[config.mk]
export PLATFORM = sky130hd
export DESIGN_NAME = align_shifter
export DESIGN_NICKNAME = d
export VERILOG_FILES = /design/src/rtl/align_shifter.sv
export SDC_FILE = /design/constraint.sdc
export NUM_CORES = 1
export LEC_CHECK = 0
export ABC_CLOCK_PERIOD_IN_PS = 2760
export BUFFER_PORTS_ARGS = -buffer_cell sky130_fd_sc_hd__buf_4
export CAP_MARGIN = 20
export CORE_ASPECT_RATIO = 2
export CORE_MARGIN = 2
export CORE_UTILIZATION = 49
export DETAILED_ROUTE_END_ITERATION = 12
export PLACE_DENSITY_LB_ADDON = 0.12
export SKIP_CTS_REPAIR_TIMING = 1
export SYNTH_ARGS = -nofsm -noshare
export SYNTH_HDL_FRONTEND = slang
export SYNTH_SLANG_ARGS = --single-unit
[constraint.sdc]
create_clock -name clk -period 2.76 [get_ports clk]
set_input_delay 0.69 -clock clk [delete_from_list [all_inputs] [get_ports clk]]
set_output_delay 0.69 -clock clk [all_outputs]
set_load 0.05 [all_outputs]
[src/rtl/align_shifter.sv]
// Pre-add exponent alignment: picks the larger-exponent operand and right-shifts the other
// mantissa by the exponent difference, at most STEP bits per cycle, keeping guard/round/sticky.
module align_shifter #(
    parameter int unsigned EXP_W = 8,
    parameter int unsigned MAN_W = 24,
    parameter int unsigned STEP  = 4
) (
    input  logic             clk,
    input  logic             rst_n,
    input  logic             in_valid,
    output logic             in_ready,
    input  logic [EXP_W-1:0] exp_a,
    input  logic [MAN_W-1:0] man_a,
    input  logic [EXP_W-1:0] exp_b,
    input  logic [MAN_W-1:0] man_b,
    output logic             out_valid,
    input  logic             out_ready,
    output logic [EXP_W-1:0] exp_out,
    output logic [MAN_W-1:0] man_big,
    output logic [MAN_W+2:0] man_small,
    output logic             swapped
);

    localparam int unsigned SM_W  = MAN_W + 3;
    localparam int unsigned REM_W = $clog2(SM_W + 1);

    typedef enum logic [1:0] {StIdle, StShift, StHold} state_e;

    state_e           state_q, state_d;
    logic [EXP_W-1:0] exp_out_q;
    logic [MAN_W-1:0] man_big_q;
    logic [SM_W-1:0]  man_small_q;
    logic             swapped_q;
    logic [REM_W-1:0] rem_q;

    logic             accept;
    logic             a_big;
    logic [EXP_W-1:0] exp_diff;
    logic [REM_W-1:0] rem_init;
    logic [REM_W-1:0] step_k;
    logic [REM_W-1:0] rem_after;
    logic             sticky_out;
    logic [SM_W-1:0]  sm_shifted;

    // Operand selection and clamped shift distance for the accept cycle.
    always_comb begin
        a_big    = (exp_a >= exp_b);
        exp_diff = a_big ? (exp_a - exp_b) : (exp_b - exp_a);
        if (32'(exp_diff) >= SM_W) begin
            rem_init = REM_W'(SM_W);
        end else begin
            rem_init = REM_W'(exp_diff);
        end
    end

    // One shift step: bits falling off the bottom are folded into the sticky bit.
    always_comb begin
        step_k     = (rem_q < REM_W'(STEP)) ? rem_q : REM_W'(STEP);
        rem_after  = rem_q - step_k;
        sticky_out = 1'b0;
        for (int unsigned i = 0; i < STEP; i++) begin
            if (REM_W'(i) < step_k) begin
                sticky_out = sticky_out | man_small_q[i];
            end
        end
        sm_shifted    = man_small_q >> step_k;
        sm_shifted[0] = sm_shifted[0] | sticky_out;
    end

    // State register
    always_ff @(posedge clk or negedge rst_n) begin
        if (!rst_n) begin
            state_q <= StIdle;
        end else begin
            state_q <= state_d;
        end
    end

    // Next-state logic
    always_comb begin
        state_d = state_q;
        unique case (state_q)
            StIdle: begin
                if (in_valid) begin
                    state_d = (rem_init == '0) ? StHold : StShift;
                end
            end
            StShift: begin
                if (rem_after == '0) begin
                    state_d = StHold;
                end
            end
            StHold: begin
                if (out_ready) begin
                    state_d = StIdle;
                end
            end
            default: state_d = StIdle;
        endcase
    end

    // Output logic
    always_comb begin
        in_ready  = (state_q == StIdle);
        out_valid = (state_q == StHold);
    end

    assign accept = (state_q == StIdle) && in_valid;

    always_ff @(posedge clk or negedge rst_n) begin
        if (!rst_n) begin
            exp_out_q   <= '0;
            man_big_q   <= '0;
            man_small_q <= '0;
            swapped_q   <= 1'b0;
            rem_q       <= '0;
        end else if (accept) begin
            exp_out_q   <= a_big ? exp_a : exp_b;
            man_big_q   <= a_big ? man_a : man_b;
            man_small_q <= a_big ? {man_b, 3'b000} : {man_a, 3'b000};
            swapped_q   <= ~a_big;
            rem_q       <= rem_init;
        end else if (state_q == StShift) begin
            man_small_q <= sm_shifted;
            rem_q       <= rem_after;
        end
    end

    assign exp_out   = exp_out_q;
    assign man_big   = man_big_q;
    assign man_small = man_small_q;
    assign swapped   = swapped_q;

endmodule

# Word-level counts from Yosys, hierarchy flattened
# Index checks and enable logic that the tools add are counted.
dict set report word_totals {
  reg_bits 67
  output_inout_bits 62
  word_cells 52
  input_bits 68
}
dict set report classes {
  bitwise 5
  n_mux 19
  add_sub_neg 3
  n_reduce_logical 6
  shifts 1
  order_cmp 7
  eq_ne 5
}
# cell count
set ops {}
lappend ops {{$mux 27} 3}
lappend ops {{$shr 27x5->27} 1}
lappend ops {{$mux 24} 1}
lappend ops {{$mux 5} 4}
lappend ops {{$mux 8} 2}
lappend ops {{$sub 8x8->8} 2}
lappend ops {{$logic_not 5->1} 2}
lappend ops {{$lt 1x5->1 const A} 2}
lappend ops {{$lt 2x5->1 const A} 2}
lappend ops {{$ge 8x5->1 const B} 1}
lappend ops {{$ge 8x8->1} 1}
lappend ops {{$mux 2} 4}
lappend ops {{$pmux 2 s3} 1}
lappend ops {{$lt 5x3->1 const B} 1}
lappend ops {{$sub 5x5->5} 1}
lappend ops {{$mux 1} 4}
lappend ops {{$ne 2x2->1 const B} 2}
lappend ops {{$or 1x1->1} 4}
lappend ops {{$reduce_and 3->1} 1}
lappend ops {{$eq 2x1->1 const B} 1}
lappend ops {{$eq 2x2->1 const B} 1}
lappend ops {{$logic_not 2->1} 1}
lappend ops {{$ne 2x1->1 const B} 1}
lappend ops {{$reduce_bool 2->1} 1}
lappend ops {{2 further kinds} 2}

# Longest topological paths before layout
dict set report logic_depth {
  word_depth 13
  depth_mapped 14
  depth_no_buf 11
}

# Worst setup path before layout
# Ideal clock, no wire load.
dict set report synth_path {
  path_type {input-to-reg}
  from {input exp_a[0]}
  to {register rem_q[4]}
  n_path_buf 0
  path_stages 11
  required_time_ns 2.634
  setup_time_ns 0.126
  slack_ns -0.368
  arrival_time_ns 3.002
  path_cell_list {inv_1 ha_1 inv_1 fa_1 nand3_2 a311oi_1 or3_1 or4_4 o22ai_4 a21oi_1 a311o_1}
}
dict set report synth_via {
  elab_chain_len 5
  word_cells_on_any_way 7
  classes_between {add/sub: 2; order compare: 2; mux: 3}
}
# item line
set synth_rtl {}
lappend synth_rtl {{start, declared} 12} ;# input logic [EXP_W-1:0] exp_a,
lappend synth_rtl {{$sub 8x8->8 / $ge 8x8->1 (equally long branches)} {48, 47}}
lappend synth_rtl {{$mux 8 *} 48} ;# exp_diff = a_big ? (exp_a - exp_b) : (exp_b - exp_a);
lappend synth_rtl {{$ge 8x5->1} 49} ;# if (32'(exp_diff) >= SM_W) begin
lappend synth_rtl {{$mux 5 *} 49}
lappend synth_rtl {{$mux 5 *} 117} ;# end else if (accept) begin
lappend synth_rtl {{end signal, assigned} 122} ;# rem_q <= rem_init;
lappend synth_rtl {{end signal, assigned} 125} ;# rem_q <= rem_after;
lappend synth_rtl {{end, declared} 34} ;# logic [REM_W-1:0] rem_q;
# Every way passes the cells marked *; elsewhere a longest branch is shown, timed or not.
# A chain may end at the register's enable or synchronous reset.

# Final worst setup path
dict set report layout_path {
  from {input exp_a[0]}
  to {register rem_q[3]}
}
# The elaborated chain is that of the path after synthesis.

==> summary.md <==
| Metric | Value |
|---|---|
| Status | `complete, but fails checks` |
| Failing checks | `setup timing` |
| Sequential element share of the synthesized area | `0.329` |
| Worst IR Drop VDD | `approximately 0.00056 V` |
| Biggest area consumer among synthesized cells | `dfrtp_1` |
| Seq cells post-synth | `67` |
| Data arrival time of the critical path | `about 3.0 ns` |
| Final worst slack | `-0.0543 ns` |
| Transition time at the pin with the least slew margin | `between 0.9 and 1 ns` |
| Number of antenna violations at the first check in global routing | `0` |
| Number of distinct library cells after synthesis | `64` |
| Synth Area in Compound Gates | `0.219` |
| Wire length on met1 | `approximately 5600 um` |
| Count of input and output buffers | `roughly 130` |
| Site Rows | `52` |
| Max Cap Violations | `0` |
| Number of buffers created by CTS | `9` |
| Share of the clock period used by the worst path | `1.02` |
| Cell family with most CP delay | `simple AND/OR/NAND/NOR gates` |
| Core Area | `approximately 0.010 mm2` |
| Largest net degree at the start of global routing | `slightly below 70` |
| Number of detailed-routing iterations run before antenna repair | `5` |
| Number of vias per cell after detailed routing | `6.01` |
| Number of inserted diodes | `0` |
| Crit path cell chain | `buf_12, inv_12, ha_4, inv_2, fa_2, nand3_2, a311oi_2, or3_4, or4_4, o22ai_4, a21oi_2, a211o_1` |
| Largest fanout on the critical path | `6` |
| Final Power | `a little under 9000 uW` |
| Worst clock skew | `0.00511 ns` |
| Kind of capture point of the worst setup path | `register` |
| Synthesized-area fraction occupied by and/or/nand/nor cells | `0.154` |
| Final worst hold slack | `approximately 0.46 ns` |
| Highest Signal Layer | `met4` |
| Wire length on met2 | `9580 um` |
| Clock-pin slew reported for the worst setup and hold paths after clock tree synthesis | `around 0.060 ns` |
| Number of warnings issued by yosys | `0` |
| Vias after detailed routing | `5333` |
| Cell count after synthesis | `slightly below 600` |
| Synth area leaders | `dfrtp_1 (33%), mux2i_1 (14%), nand2_1 (7.1%)` |
| Yosys top cell area share | `0.329` |
| Number of sinks driven by the clock tree | `67` |
| Die Width | `between 70 and 80 um` |
| Power density relative to cell area | `1240 mW/mm2` |
| Unrepaired setup endpoints after global routing | `yes` |
| Post-placement cell count | `868` |
| Remaining routing DRC violations | `0` |
| Final weighted congestion of routability-driven global placement | `around 1` |
| Switching power as a share of total power | `0.506` |
| H-tree depth reported by CTS | `3` |
| Overflow left after global routing | `0` |
| Static leakage power | `0.00339 uW` |
| DIE HEIGHT | `148 um` |
| Clock period minus final worst setup slack | `2.81 ns` |
| Net count after synthesis | `around 670` |
| Aggregate negative setup slack | `-0.222 ns` |
| Hold violation count in the final report | `0` |
| Flip-flop cell with the highest count after synthesis | `dfrtp_1` |
| Worst slew margin relative to its limit | `0.397` |
| Buf/Inv on CP | `3` |
| Fraction of layout instances using a drive strength above 1 | `0.343` |
| Combined global-route utilization of all metal layers | `0.300` |
| Total Die Area | `around 0.011 mm2` |
| Routed len/inst | `roughly 19 um` |
| Final core utilization | `0.706` |
| Share of flip-flops with an asynchronous set or reset | `1.00` |
| Achievable frequency | `~0.36 GHz` |
| Flip-flop and latch area | `approximately 0.0017 mm2` |
| Final #Nets | `833` |
| Psw | `between 4000 and 5000 uW` |
| Fraction of synthesized cell area in xor and xnor cells | `0.00687` |
| WP data required | `2.98 ns` |
| Initial detailed-routing violation count | `approximately 370` |
| Non-filler instance count after layout | `887` |
| Synthesized area divided by synthesized cell count | `8.72 um2` |
| Met3 WL post-DR | `between 700 and 800 um` |
| Count of final max-slew check failures | `0` |
| Number of enable-type register cells in the synthesized netlist | `0` |
| Post-Synthesis Cell Area | `0.00510 mm2` |
| Number of buffers on the longest clock path | `2` |
| Power Internal | `about 4400 uW` |
| Stage delay of the slowest cell on the critical path | `roughly 0.43 ns` |
| Part of the total power dissipated in the clock network | `0.165` |
| Clock tree from TritonCTS | `built` |
| Filler Cell Count | `roughly 850` |
| Number of failing setup endpoints in the final timing report | `6` |
| I/O pin total | `130` |
| Comb pwr share | `0.606` |
| Area Growth Syn to Fin | `40.5%` |
| Synthesized-area fraction occupied by adder cells | `0.0471` |
| Slowest stage cell, crit path | `or4_4` |
| Sequential share of power | `0.229` |
| Multiplexer fraction of the synthesized cell area | `0.187` |
| Multi-input combinational cell area | `around 0.0033 mm2` |
| Skew-Pair Late Insertion Delay | `between 0.3 and 0.4 ns` |
| Crit Path Category | `input port to register` |
| Wire length of the first global-routing pass | `26500 um` |
| Remaining number of nets flagged by the antenna check after routing | `0` |
| Root buf cell | `clkbuf_16` |
| DP Wirelength | `12600 um` |
| Sum of routed wire length over all layers | `16900 um` |
| Startpoint Class | `input port` |
| Class of the tightest hold or removal check | `input port to async pin` |
| Largest family of logic cells by synthesized area | `compound AO/OA/AOI/OAI gates` |
| Starting Density | `0.502` |
| Number of global-route vias before repair | `about 5500` |
Yosys cell counts (6+ instances only):
cell type	instances
a211oi_1	30
a21oi_1	45
and3_1	6
buf_2	12
clkbuf_1	29
dfrtp_1	67
ha_1	16
inv_1	24
mux2i_1	73
mux4_2	10
nand2_1	97
nand3_1	10
nor2_1	13
nor3_1	10
o21ai_0	51
cell families (layout without fill, tap and decap cells):
| family | Yosys count | count (layout) |
|---|---|---|
| muxes | 83 | 83 |
| adders and majority gates | 18 | 18 |
| AOI/OAI and AO/OA | 174 | 174 |
| other | 1 | 1 |
| xor gates and xnor gates | 4 | 4 |
| and+or+nand+nor | 167 | 167 |
| buffers and inverters | 71 | 238 |
| DFF | 67 | 67 |
registers in the layout, summed over array words and instances, names as in the netlist:
register	flops
state_q	2
man_big	24
exp_out	8
man_small	27
rem_q	5
swapped	1
final cells by class:
type,instances,area share
Tap cell,135,0.0236
Clock inverter,6,0.0190
Sequential cell,67,0.234
Clock buffer,10,0.0334
Inverter,24,0.0143
Multi-Input combinational cell,447,0.463
Timing Repair Buffer,198,0.213
cells in the final DEF, fill, tap and decap left out, drive strengths merged, types with 4 or more instances in the layout:
master and count:
nor3 10, and3 6, buf 198, nor2b 4, dfrtp 67, clkbuf 10, o211ai 5, bufinv 4
a221oi 5, nand2 97, nor2 13, inv 24, mux4 10, nand4 4, a211oi 31, mux2i 73
nand3 11, a21oi 46, o21a 4, ha 16, o21ai 53
layer usage:
metal | track usage | vias up
li1 | - | 2467
met1 | 0.279 | 2561
met2 | 0.579 | 228
met3 | 0.0558 | 77
met4 | 0.203 | 0
met5 | 0 | -
stage by stage:
stage | setup WS (ns) | instance area, um2
floorplan | -0.203 | 5160
detailed placement | -0.590 | 6630
global placement | -0.511 | 6630
finish | -0.0543 | 7160
CTS | -0.229 | 7000
global route | -0.116 | 7160
worst register-to-register path, stage by stage, from the launching register on:
cell and delay (ns):
dfrtp_1 0.38, or3_1 0.40, nand2_1 0.09, ha_1 0.30
o21ai_0 0.15, o2bb2ai_1 0.18, mux2i_1 0.08, o21ai_0 0.16
o21a_1 0.14, o21ai_0 0.11, a22o_1 0.27
power groups by stage:
stage	clock network, uW	registers (uW)	logic [uW]
6_report	1460	2020	5370
5_1_grt	1520	2100	5730
3_3_place_gp	0	2000	5180
2_1_floorplan	0	3360	2220
4_1_cts	1480	2010	5300
3_5_place_dp	0	2020	5290
final timing paths:
kind / from / to / slack, ns / cells after the start
min: rst_n / man_small[0] / 0.46 / 1
min reg2reg: man_big[11] / man_big[11] / 0.48 / 2
max in group asynchronous: rst_n / man_big[4] / 1.69 / 1
min in group clk: man_big[11] / man_big[11] / 0.48 / 2
max: exp_a[0] / rem_q[3] / -0.05 / 12
max reg2reg: rem_q[4] / state_q[0] / 0.42 / 10
Power figures use the tool's default switching activity.
